### src/rtl/param_updown_counter.sv
`default_nettype none
// ============================================================================
// Module   : param_updown_counter
// Purpose  : Parametrised loadable up/down counter with a programmable
//            terminal value (legal range 0..limit), wrap or saturate mode,
//            a registered terminal-count pulse and a sticky overflow flag.
// Revision : 1.0  initial release
// ----------------------------------------------------------------------------
// Parameters
//   WIDTH     : counter and data width in bits (>= 2)
//   RESET_VAL : value loaded into count on reset
// Ports
//   clk      in   clock, all state updates on rising edge
//   clr      in   synchronous active-low reset
//   en       in   count enable, one step per cycle
//   load     in   synchronous parallel load of din (priority over en)
//   din      in   parallel load data [WIDTH]
//   up_dn    in   1 = count up, 0 = count down
//   sat_mode in   1 = saturate at boundary, 0 = wrap
//   limit    in   terminal value [WIDTH]
//   ovf_clr  in   clears sticky ovf (a coincident boundary event wins)
//   count    out  current count, registered [WIDTH]
//   tc       out  one-cycle pulse the cycle after a boundary event
//   ovf      out  sticky boundary-event flag
// ============================================================================
module param_updown_counter #(
  parameter int               WIDTH     = 8,
  parameter logic [WIDTH-1:0] RESET_VAL = '0
) (
  input  logic             clk,
  input  logic             clr,
  input  logic             en,
  input  logic             load,
  input  logic [WIDTH-1:0] din,
  input  logic             up_dn,
  input  logic             sat_mode,
  input  logic [WIDTH-1:0] limit,
  input  logic             ovf_clr,
  output logic [WIDTH-1:0] count,
  output logic             tc,
  output logic             ovf
);

  localparam logic [WIDTH-1:0] C_ZERO = '0;
  localparam logic [WIDTH-1:0] C_ONE  = {{(WIDTH-1){1'b0}}, 1'b1};

  logic [WIDTH-1:0] count_q, count_d;
  logic             tc_q, tc_d;
  logic             ovf_q, ovf_d;
  logic             event_w;

  // Next-state logic. Priority: load > en > hold (reset handled in the
  // register process and overrides everything).
  always_comb begin
    count_d = count_q;
    event_w = 1'b0;

    if (load) begin
      count_d = din;
    end else if (en) begin
      if (count_q > limit) begin
        // Count left the legal range (load above limit, or limit lowered):
        // pull it back to the terminal value and flag it as a boundary.
        count_d = limit;
        event_w = 1'b1;
      end else if (up_dn) begin
        if (count_q == limit) begin
          event_w = 1'b1;
          count_d = sat_mode ? limit : C_ZERO;
        end else begin
          count_d = count_q + C_ONE;
        end
      end else begin
        if (count_q == C_ZERO) begin
          event_w = 1'b1;
          count_d = sat_mode ? C_ZERO : limit;
        end else begin
          count_d = count_q - C_ONE;
        end
      end
    end

    tc_d  = event_w;
    // Set has priority over clear so a coincident event is never lost.
    ovf_d = event_w | (ovf_q & ~ovf_clr);
  end

  always_ff @(posedge clk) begin
    if (!clr) begin
      count_q <= RESET_VAL;
      tc_q    <= 1'b0;
      ovf_q   <= 1'b0;
    end else begin
      count_q <= count_d;
      tc_q    <= tc_d;
      ovf_q   <= ovf_d;
    end
  end

  assign count = count_q;
  assign tc    = tc_q;
  assign ovf   = ovf_q;

endmodule
`default_nettype wire

### config.mk
export PLATFORM = sky130hd
export DESIGN_NAME = param_updown_counter
export DESIGN_NICKNAME = d
export VERILOG_FILES = /design/src/rtl/param_updown_counter.sv
export SDC_FILE = /design/constraint.sdc
export NUM_CORES = 1
export LEC_CHECK = 0
export ABC_AREA = 1
export CAP_MARGIN = 20
export CORE_MARGIN = 2
export CORE_UTILIZATION = 49
export CTS_CLUSTER_SIZE = 12
export DETAILED_ROUTE_END_ITERATION = 6
export PLACE_DENSITY_LB_ADDON = 0.12
export REMOVE_ABC_BUFFERS = 1
export SYNTH_ARGS = -nofsm -noshare
export SYNTH_HDL_FRONTEND = slang
export SYNTH_SLANG_ARGS = --single-unit
### constraint.sdc
create_clock -name clk -period 2.1 [get_ports clk]
set_input_delay 0.63 -clock clk [delete_from_list [all_inputs] [get_ports clk]]
set_output_delay 0.63 -clock clk [all_outputs]
set_load 0.05 [all_outputs]
==> flow_summary.toml <==
[power]
p_comb_share_pct = 58.6
vdd_drop_max_mv = 0.721
switching_power_w = 0.000403
p_seq_share_pct = 23.2
switching_share_pct = 42.5
power.leakage_nw = 0.993
intPower_w = 0.000545
powerDensity_nw_per_um2 = 473
clkPwrFrac_pct = 18.2

[drt]
via_per_inst = 5.52
vias = 1672
wl_um = 4410
dr.pass1.iters = 4
wl_per_cell_um = 14.6
drt_iter0_drc = 64
drc = 0
ant_nets = 0

[worst_setup_path]
critPathBufInv = 3
start_kind = "input pin"
crit_arrival_ns = 2.23
path_delay_family = "simple AND/OR/NAND/NOR gates"
worst_setup_path_end_kind = "flip-flop"
slowest_delay_ns = 0.27
rr_worst_depth = 12
r2r-start = "count[0]"
required_ns = 2.27
cp_slowest_cell = "dlygate4sd2_1"
reg2reg_to = "count[6]"
critical_path.cell_chain = "dlygate4sd2_1, inv_2, ha_4, nand2_1, nor2_4, nand2_4, nand2_4, buf_4, nor2_1, a21oi_1, nand3_1, nand3_1, nand2_1"
crit_fanout = 7
worstSetupPathType = "in -> reg"
rrSetupSlack_ns = 0.27

[timing]
fmax_mhz = 486
period_minus_slack_ns = 2.06
setup_viol = 0
maxSlewViolCount = 0
worst_slew_margin_rel_pct = 67.0
tightest_slew_ns = 0.493
fin_crit_sh_pct = 98.0
fin_worst_skew_ns = 0.00316
hold_viol_final = 0

[grt]
overflow = 0
grt_pass1_vias = 1507
grt_pass1_wl_um = 6490
grt_usage_pct = 30.1
grt_start_max_net_pins = 11
antenna_found_initial = 0

[synth]
syn_area_sq_um = 1260
ys_seq_area_share_pct = 15.9
avgSynthCellArea_sq_um = 6.03
yosysUniqueCellTypes = 28
netlist_instances = 209
synth.area.top_cells = "nand2_1 (17%), dfxtp_1 (16%), ha_1 (11%)"
yosysTopAreaCell = "nand2_1"
ys_ff_latch = 10
synth_top_area_share_pct = 16.7
synth_warnings = 0

[cells_and_area]
layout.cells.non_filler = 303
mostFrequentLayoutCell = "nand2_1"
nets = 308
diodes = 0
final_cell_area_sq_um = 2010
synthToLayoutAreaGrowth_pct = 59.2
layout_common_cells = "nand2_1 (51), buf_4 (38), inv_1 (24), nor2_1 (16), clkdlybuf4s50_1 (15)"
drive_gt1_share_pct = 30.4

[floorplanning]
ioPinCount = 33
chipWidth_um = 54.7
die-height_um = 54.7
core_sq_um = 2450
fp.dieArea_sq_um = 2990
num_rows = 18
initial_core_util_pct = 51.3

[hold_path]
hold_depth = 2
hold_path_end = "ovf"
min-delay-start = "ovf"
hp-class = "reg -> reg"

[clock_tree]
tritoncts = "yes"
h-tree-depth = 1
clock_path_buffers = 2
path_clk_slew_ns = 0.07
clk_latency_ns = 0.27
cts_root_buf = "clkbuf_4"
hold_buffers = 0
numClockSinks = 10
numCtsBuffers = 3

[placement]
port_buffers = 32
dp_cells = 294
postPlaceCellArea_sq_um = 1800
gp_congestion = 0.960
post-dp-hpwl_um = 3260

[flow_run]
drv_cap = 0

[outcome]
status = "completed"
## worst min-delay path: cells and delay by family, from the launching register on
| kind | cells | cell delay, ns |
|---|---|---|
| AND/OR/NAND/NOR | 1 | 0.06 |
| flip-flops | 1 | 0.31 |
| AO/OA/AOI/OAI | 1 | 0.05 |
## power by group through the flow
stage               combinational, W  clock [W]  sequential (W)
global route                0.000603   0.000193        0.000220
floorplan                   0.000224          0        0.000285
finish                      0.000556   0.000173        0.000220
global placement            0.000482          0        0.000218
CTS                         0.000522   0.000176        0.000218
detailed placement          0.000492          0        0.000219
## routing by layer
metal  global-route usage, %  wire length [um]  vias up
met2                    52.6              2280       75
met5                       0                 0        -
met1                    37.3              1780      781
met3                    5.46               229       12
met4                    7.92               132        0
li1                        -                 -      804
## state kept, by name, summed over array words and instances, names as in the netlist
signal,cells
count,8
ovf,1
tc,1
## worst max path at each step
stage          cells after the start  startpoint        to  slack [ns]
2_1_floorplan                     12    count[0]  count[0]       -0.07
3_3_place_gp                      13    limit[3]  count[0]       -0.51
3_5_place_dp                      13    limit[3]  count[0]       -0.61
4_1_cts                           13    limit[0]  count[2]       0.004
5_1_grt                           14    limit[7]  count[2]       -0.05
6_report                          13    limit[5]  count[6]        0.04
## timing repair
item / in CTS / in global routing
pin swaps: 13 / 9
setup endpoints to repair: 10 / 10
gates cloned: 1 / 0
resized for setup: 28 / 9
hold endpoints to repair: 0 / 0
buffers inserted: 1 / 3
## per-stage QoR
stage               setup slack (ns)  hold slack [ns]  setup TNS, ns  util (%)  total power (W)
floorplan                    -0.0694            0.684         -0.162         -         0.000509
global placement              -0.513            0.453          -4.61      73.5         0.000700
detailed placement            -0.610            0.462          -5.30      73.5         0.000711
CTS                          0.00396            0.472              0      79.3         0.000916
global route                 -0.0453            0.506        -0.0586      81.7          0.00102
finish                        0.0413            0.467              0      81.7         0.000948
## cells by family after synthesis
| logic type | after synthesis | share of synthesized area (%) |
|---|---|---|
| AO/OA/AOI/OAI | 41 | 18.8 |
| XOR/XNOR | 6 | 4.17 |
| adder cells (fa/ha/maj) | 11 | 10.9 |
| buffers and inverters | 36 | 12.3 |
| flip-flops | 10 | 15.9 |
| AND/OR/NAND/NOR | 105 | 37.9 |
## synthesized netlist by cell type (all sizes together)
cell     n
a21boi   1
a21o     1
a21oi   12
a22o     1
a22oi    6
a31oi    1
buf      3
clkbuf   2
clkinv   1
dfxtp   10
ha      11
inv     30
nand2   62
nand3   13
nand4    3
nor2    25
nor3     2
o211ai   1
o21ai   18
xor2     6
## final cells by class
cell class | instances | area [sq um]
inverter | 31 | 116
timing repair buffer | 64 | 572
tap | 30 | 37.5
fill | 166 | 449
multi-input combinational | 164 | 1040
sequential | 10 | 200
clock buffer | 4 | 36.3
No activity file was read; power rests on OpenSTA's default activity.
